[src/rtl/core_pkg.sv]
// Shared types for the multi-cycle core.
// Opcodes, special subcodes, FSM states, field helpers.
package core_pkg;

  localparam int IW = 9;

  typedef enum logic [2:0] {
    OP_ADD = 3'b000,
    OP_ADC = 3'b001,
    OP_SUB = 3'b010,
    OP_XOR = 3'b011,
    OP_LD  = 3'b100,
    OP_ST  = 3'b101,
    OP_BZ  = 3'b110,
    OP_SPC = 3'b111
  } op_e;

  typedef enum logic [2:0] {
    SPC_HALT = 3'b000,
    SPC_CLC  = 3'b001,
    SPC_SHL  = 3'b010,
    SPC_SHR  = 3'b011
  } spc_e;

  typedef enum logic [1:0] {
    S_FETCH = 2'd0,
    S_EXEC  = 2'd1,
    S_MEM   = 2'd2,
    S_HALT  = 2'd3
  } state_e;

  function automatic op_e f_op(input logic [IW-1:0] ir);
    return op_e'(ir[8:6]);
  endfunction

  function automatic logic [2:0] f_ra(input logic [IW-1:0] ir);
    return ir[5:3];
  endfunction

  function automatic logic [2:0] f_rb(input logic [IW-1:0] ir);
    return ir[2:0];
  endfunction

endpackage

[src/rtl/multicycle_core_reg_file.sv]
// Register file: two async read ports, one sync write.
// Whole array clears on the async reset.
module core_reg_file #(
  parameter int W = 8,
  parameter int D = 3
) (
  input  logic         clk,
  input  logic         rst_n,
  input  logic         i_we,
  input  logic [D-1:0] i_waddr,
  input  logic [W-1:0] i_wdata,
  input  logic [D-1:0] i_raddr_a,
  output logic [W-1:0] o_rdata_a,
  input  logic [D-1:0] i_raddr_b,
  output logic [W-1:0] o_rdata_b
);

  logic [W-1:0] r_mem [2**D];

  // Clear on reset, single write port otherwise
  always_ff @(posedge clk or negedge rst_n) begin
    if (!rst_n) begin
      r_mem <= '{default: '0};
    end else if (i_we) begin
      r_mem[i_waddr] <= i_wdata;
    end
  end

  assign o_rdata_a = r_mem[i_raddr_a];
  assign o_rdata_b = r_mem[i_raddr_b];

endmodule

[src/rtl/multicycle_core.sv]
// Multi-cycle core: FETCH -> EXEC -> (MEM ->) FETCH.
// External imem/dmem reached through req/ack handshakes.
import core_pkg::*;

module multicycle_core #(
  parameter int DW  = 8,
  parameter int PCW = 10,
  parameter int CTW = 16
) (
  input  logic           CLK,
  input  logic           start_n,
  output logic           imem_req,
  output logic [PCW-1:0] imem_addr,
  input  logic           imem_ack,
  input  logic [IW-1:0]  imem_rdata,
  output logic           dmem_req,
  output logic           dmem_we,
  output logic [DW-1:0]  dmem_addr,
  output logic [DW-1:0]  dmem_wdata,
  input  logic           dmem_ack,
  input  logic [DW-1:0]  dmem_rdata,
  output logic           halt,
  output logic [CTW-1:0] cycle_ct,
  output logic [CTW-1:0] instr_ct
);

  state_e         r_state;
  logic [PCW-1:0] r_pc;
  logic [IW-1:0]  r_ir;
  logic           r_c;
  logic           r_halt;
  logic [CTW-1:0] r_cyc;
  logic [CTW-1:0] r_ict;

  op_e            w_op;
  logic [2:0]     w_ra;
  logic [2:0]     w_rb;
  logic [DW-1:0]  w_a;
  logic [DW-1:0]  w_b;
  logic [DW:0]    w_sum;
  logic [DW-1:0]  w_res;
  logic           w_c_nxt;
  logic           w_alu_we;
  logic           w_we;
  logic [DW-1:0]  w_wdata;
  logic           w_exec;
  logic           w_mem_done;
  logic           w_is_mem;
  logic           w_is_halt;
  logic           w_bz_take;
  logic           w_retire;
  logic [PCW-1:0] w_pc_inc;
  logic [PCW-1:0] w_pc_br;

  assign w_op = f_op(r_ir);
  assign w_ra = f_ra(r_ir);
  assign w_rb = f_rb(r_ir);

  core_reg_file #(.W(DW), .D(3)) u_rf (
    .clk       (CLK),
    .rst_n     (start_n),
    .i_we      (w_we),
    .i_waddr   (w_ra),
    .i_wdata   (w_wdata),
    .i_raddr_a (w_ra),
    .o_rdata_a (w_a),
    .i_raddr_b (w_rb),
    .o_rdata_b (w_b)
  );

  // ALU and special ops: result, next carry, writeback enable
  always_comb begin
    w_sum    = '0;
    w_res    = w_a;
    w_c_nxt  = r_c;
    w_alu_we = 1'b0;
    unique case (w_op)
      OP_ADD: begin
        w_sum    = {1'b0, w_a} + {1'b0, w_b};
        w_res    = w_sum[DW-1:0];
        w_c_nxt  = w_sum[DW];
        w_alu_we = 1'b1;
      end
      OP_ADC: begin
        w_sum    = {1'b0, w_a} + {1'b0, w_b}
                 + (DW+1)'(r_c);
        w_res    = w_sum[DW-1:0];
        w_c_nxt  = w_sum[DW];
        w_alu_we = 1'b1;
      end
      OP_SUB: begin
        w_sum    = {1'b0, w_a} - {1'b0, w_b};
        w_res    = w_sum[DW-1:0];
        w_c_nxt  = w_sum[DW];
        w_alu_we = 1'b1;
      end
      OP_XOR: begin
        w_res    = w_a ^ w_b;
        w_alu_we = 1'b1;
      end
      OP_SPC: begin
        unique case (1'b1)
          (w_rb == SPC_CLC): w_c_nxt = 1'b0;
          (w_rb == SPC_SHL): begin
            w_res    = {w_a[DW-2:0], r_c};
            w_c_nxt  = w_a[DW-1];
            w_alu_we = 1'b1;
          end
          (w_rb == SPC_SHR): begin
            w_res    = {r_c, w_a[DW-1:1]};
            w_c_nxt  = w_a[0];
            w_alu_we = 1'b1;
          end
          default: ;
        endcase
      end
      default: ;
    endcase
  end

  assign w_exec     = (r_state == S_EXEC);
  assign w_mem_done = (r_state == S_MEM) && dmem_ack;
  assign w_is_mem   = (w_op == OP_LD) || (w_op == OP_ST);
  assign w_is_halt  = (w_op == OP_SPC) && (w_rb == SPC_HALT);
  assign w_bz_take  = (w_op == OP_BZ) && (w_a == '0);
  assign w_pc_inc   = r_pc + PCW'(1);
  assign w_pc_br    = r_pc + {{(PCW-3){w_rb[2]}}, w_rb};
  assign w_retire   = (w_exec && !w_is_mem) || w_mem_done;

  assign w_we    = (w_exec && w_alu_we)
                 || (w_mem_done && (w_op == OP_LD));
  assign w_wdata = w_mem_done ? dmem_rdata : w_res;

  // Control FSM: PC, IR, carry and halt flag
  always_ff @(posedge CLK or negedge start_n) begin
    if (!start_n) begin
      r_state <= S_FETCH;
      r_pc    <= '0;
      r_ir    <= '0;
      r_c     <= 1'b0;
      r_halt  <= 1'b0;
    end else begin
      unique case (r_state)
        S_FETCH: begin
          if (imem_ack) begin
            r_ir    <= imem_rdata;
            r_state <= S_EXEC;
          end
        end
        S_EXEC: begin
          r_c <= w_c_nxt;
          if (w_is_mem) begin
            r_state <= S_MEM;
          end else if (w_is_halt) begin
            r_state <= S_HALT;
            r_halt  <= 1'b1;
          end else begin
            r_state <= S_FETCH;
            r_pc    <= w_bz_take ? w_pc_br : w_pc_inc;
          end
        end
        S_MEM: begin
          if (dmem_ack) begin
            r_pc    <= w_pc_inc;
            r_state <= S_FETCH;
          end
        end
        default: ;
      endcase
    end
  end

  // Saturating cycle and retire counters
  always_ff @(posedge CLK or negedge start_n) begin
    if (!start_n) begin
      r_cyc <= '0;
      r_ict <= '0;
    end else begin
      if (!r_halt && (r_cyc != '1))
        r_cyc <= r_cyc + CTW'(1);
      if (w_retire && (r_ict != '1))
        r_ict <= r_ict + CTW'(1);
    end
  end

  // Request is gated by reset so it never shows during reset
  assign imem_req   = start_n && (r_state == S_FETCH);
  assign imem_addr  = r_pc;
  assign dmem_req   = (r_state == S_MEM);
  assign dmem_we    = dmem_req && (w_op == OP_ST);
  assign dmem_addr  = w_b;
  assign dmem_wdata = w_a;
  assign halt       = r_halt;
  assign cycle_ct   = r_cyc;
  assign instr_ct   = r_ict;

endmodule
[config.mk]
export PLATFORM = sky130hd
export DESIGN_NAME = multicycle_core
export DESIGN_NICKNAME = d
export VERILOG_FILES = /design/src/rtl/core_pkg.sv /design/src/rtl/multicycle_core_reg_file.sv /design/src/rtl/multicycle_core.sv
export SDC_FILE = /design/constraint.sdc
export NUM_CORES = 1
export LEC_CHECK = 0
export CORE_UTILIZATION = 40
export CTS_BUF_LIST = sky130_fd_sc_hd__clkbuf_16
export CTS_CLUSTER_DIAMETER = 50
export DETAILED_ROUTE_END_ITERATION = 8
export GPL_ROUTABILITY_DRIVEN = 0
export SKIP_CTS_REPAIR_TIMING = 1
export SYNTH_ARGS = -nofsm -noshare
export SYNTH_HDL_FRONTEND = slang
export SYNTH_SLANG_ARGS = --single-unit
[constraint.sdc]
create_clock -name CLK -period 10.9 [get_ports CLK]
set_input_delay 1.635 -clock CLK [delete_from_list [all_inputs] [get_ports CLK]]
set_output_delay 1.635 -clock CLK [all_outputs]
set_load 0.03 [all_outputs]
==> results.sh <==
export IMPL_synth_seq_cells=119
export IMPL_cp_depth=16
export IMPL_synth_flop_cell="dfrtp_1"
export IMPL_final_common_cell="dfrtp_1"
export IMPL_crit_family="compound AO/OA/AOI/OAI gates"
export IMPL_synth_area_sq_um=8070
export IMPL_worst_pin_slew_ps=968
export IMPL_totalWireLength_um=21800
export IMPL_dr_pass1_iters=7
export IMPL_final_fill_count=1863
export IMPL_muxShareOfSynthArea_pct=14.4
export IMPL_rows=51
export IMPL_wl_per_cell_um=18.2
export IMPL_cts_buffer_depth=2
export IMPL_arrival_ps=4930
export IMPL_synth_distinct_cells=83
export IMPL_ios=83
export IMPL_netlist_instances=849
export IMPL_clk_latency_ps=420
export IMPL_cts_root_buf="clkbuf_16"
export IMPL_dpl_hpwl_um=15500
export IMPL_drtIter0Drc=423
export IMPL_fmax_mhz=215
export IMPL_yosys_area_share_adder_pct=6.02
export IMPL_max_stage_delay_ps=580
export IMPL_cp_slowest_cell="mux4_2"
export IMPL_vias=6775
export IMPL_io_buffers=82
export IMPL_die_h_um=144
export IMPL_synth_edf_count=0
export IMPL_die_area_sq_um=20700
export IMPL_async_reset_ff_share_pct=100
export IMPL_setup_viol=0
export IMPL_nets=977
export IMPL_setup_tns_ps=0
export IMPL_cts_buffers=17
export IMPL_critical_path_cell_chain="buf_4, mux4_2, mux2i_4, inv_2, ha_1, inv_1, fa_1, inv_1, ha_1, and3_1, nor4b_1, a221o_1, a2111oi_0, a211oi_1, a21oi_2, o21ai_0"
export IMPL_grt_pass1_wl_um=35500
export IMPL_finalCriticalPeriod_ps=4660
export IMPL_cts_sinks=119
export IMPL_avgSynthCellArea_sq_um=9.51
export IMPL_final_cell_mix="dfrtp_1 (119), nand2_1 (102), clkdlybuf4s50_1 (81), o21ai_0 (71), nor2_1 (52)"
export IMPL_coreArea_sq_um=19600
export IMPL_grt_pass1_vias=6581
export IMPL_htreeDepth=4
export IMPL_outcome="finished, final reports clean"
export IMPL_crit_required_ps=11170
export IMPL_syn_to_final_growth_pct=20.0
export IMPL_path_buf_inv=4
export IMPL_synth_compound_gate_area_share_pct=15.6
export IMPL_whs_path_depth=1
export IMPL_cp_max_fo=24
export IMPL_worst_hold_slack_ps=495
export IMPL_drc_errors=0
export IMPL_synth_yosys_seq_area_share_pct=36.9
export IMPL_insertedDiodeCount=0
export IMPL_rr_worst_depth=16
export IMPL_yosysWarnings=0
export IMPL_synth_xor_area_share_pct=5.19
export IMPL_cp_start_kind="flip-flop"
export IMPL_grt_antenna_before_repair=0
export IMPL_max_slew_margin_pct=35.5
export IMPL_grt_overflow=0
export IMPL_clk_pin_slew_worst_paths_ps=60
export IMPL_drv_cap=0
export IMPL_hold_path_class="flip-flop to flip-flop"
export IMPL_viasPerCell=5.66
export IMPL_track_usage_pct=22.5
export IMPL_final_max_slew_viol_count=0
export IMPL_yosys_area_share_simple_pct=17.7
export IMPL_fin_skew_ps=10.8
export IMPL_grt_max_degree=74
export IMPL_synth_nets=907
export IMPL_end_kind="flip-flop"
export IMPL_post_route_period_util_pct=42.7
export IMPL_drtAntennaViolNets=0
export IMPL_cts_tree="built"
export IMPL_drive_gt1_share_pct=12.2
export IMPL_synth_top_family_by_area="simple AND/OR/NAND/NOR gates"
export IMPL_crit_type="flip-flop to flip-flop"
export IMPL_hold_viol_final=0
export IMPL_initial_core_util_pct=41.2
export IMPL_rsz0062_at_grt="no"
export IMPL_die_width_um=144
worst reg2reg max path, delay by kind of cell, from the launching register on:
family,cells,cell delay [ps]
flops,1,460
fa+ha+maj,3,870
mux,2,910
simple gates,2,320
buf+inv,4,670
compound gates,5,1280
flip-flops by register name, summed over array words and instances, names as in the netlist:
register,cells
cycle_ct,16
r_state,2
r_c,1
r_ir,9
u_rf.r_mem,64
halt,1
imem_addr,10
instr_ct,16
kinds of logic after synthesis:
group                      Yosys count
and+or+nand+nor                    292
AOI/OAI and AO/OA                  198
DFF                                119
buffers and inverters               80
muxes                               76
xor gates and xnor gates            47
adders and majority gates           37
cells in the mapped netlist (3+ instances only):
cell type / count / share of area [%]
fa_1: 3 / 0.74
inv_2: 3 / 0.14
and2_1: 3 / 0.23
dfrtp_1: 119 / 37
o211ai_1: 5 / 0.47
and3_1: 14 / 1.1
clkbuf_1: 27 / 1.3
mux2_2: 23 / 3.2
nor2b_1: 15 / 1.2
o31ai_1: 3 / 0.28
nand2b_1: 11 / 0.85
nand4_1: 9 / 0.70
o31a_1: 3 / 0.33
mux2i_1: 22 / 2.7
nor2_1: 52 / 2.4
a31oi_1: 3 / 0.23
ha_1: 34 / 5.3
nor4b_1: 3 / 0.33
xor2_1: 10 / 1.1
a21o_1: 3 / 0.28
a211oi_1: 5 / 0.47
o21ai_0: 71 / 4.4
nor4_1: 4 / 0.31
and4_1: 3 / 0.33
xnor2_1: 36 / 3.9
nand3b_1: 3 / 0.28
a2111oi_0: 3 / 0.33
or3_1: 7 / 0.54
a21oi_1: 34 / 2.1
buf_1: 4 / 0.19
inv_1: 34 / 1.6
mux4_2: 26 / 7.3
a221oi_1: 4 / 0.43
o21ai_1: 26 / 1.6
buf_2: 7 / 0.43
nor3_1: 17 / 1.1
nand3_1: 35 / 2.2
nand2_1: 102 / 4.7
o22ai_1: 5 / 0.39
final timing paths:
path,startpoint,end,slack [ps]
max in group asynchronous,start_n,u_rf.r_mem[43],8270
min in group asynchronous,start_n,imem_addr[7],1210
worst max-delay path,r_ir[3],u_rf.r_mem[20],6240
worst min register to register,cycle_ct[7],cycle_ct[7],490
worst min-delay path,cycle_ct[7],cycle_ct[7],490
worst max register to register,r_ir[3],u_rf.r_mem[20],6240
stage by stage:
stage	std cells	instance area, sq um	setup WS [ps]	utilization (%)
after global routing	1197	9680	5840	49.4
final	1197	9680	6240	49.4
after CTS	1197	9680	6200	49.4
after floorplan	849	8070	6380	-
after global placement	1165	9100	6210	46.5
after detailed placement	1165	9100	6210	46.5
final cells by class:
cell class | count | area, sq um | share of cell area, %
Multi-Input combinational cell | 650 | 4750 | 49.1
Sequential cell | 119 | 2980 | 30.8
Timing Repair Buffer | 93 | 901 | 9.31
Clock buffer | 17 | 425 | 4.39
Tap cell | 265 | 332 | 3.43
Clock inverter | 15 | 150 | 1.55
Inverter | 38 | 143 | 1.47
routing by layer:
layer	vias up	track usage [%]	wire length [um]
met4	0	7.22	291
met5	-	0	0
met1	3345	31.5	10200
li1	3224	-	-
met2	185	35.1	10200
met3	21	4.01	1070
Power is not shown: default switching activity piles up to over one toggle a cycle in this logic, so the estimate is an artifact.
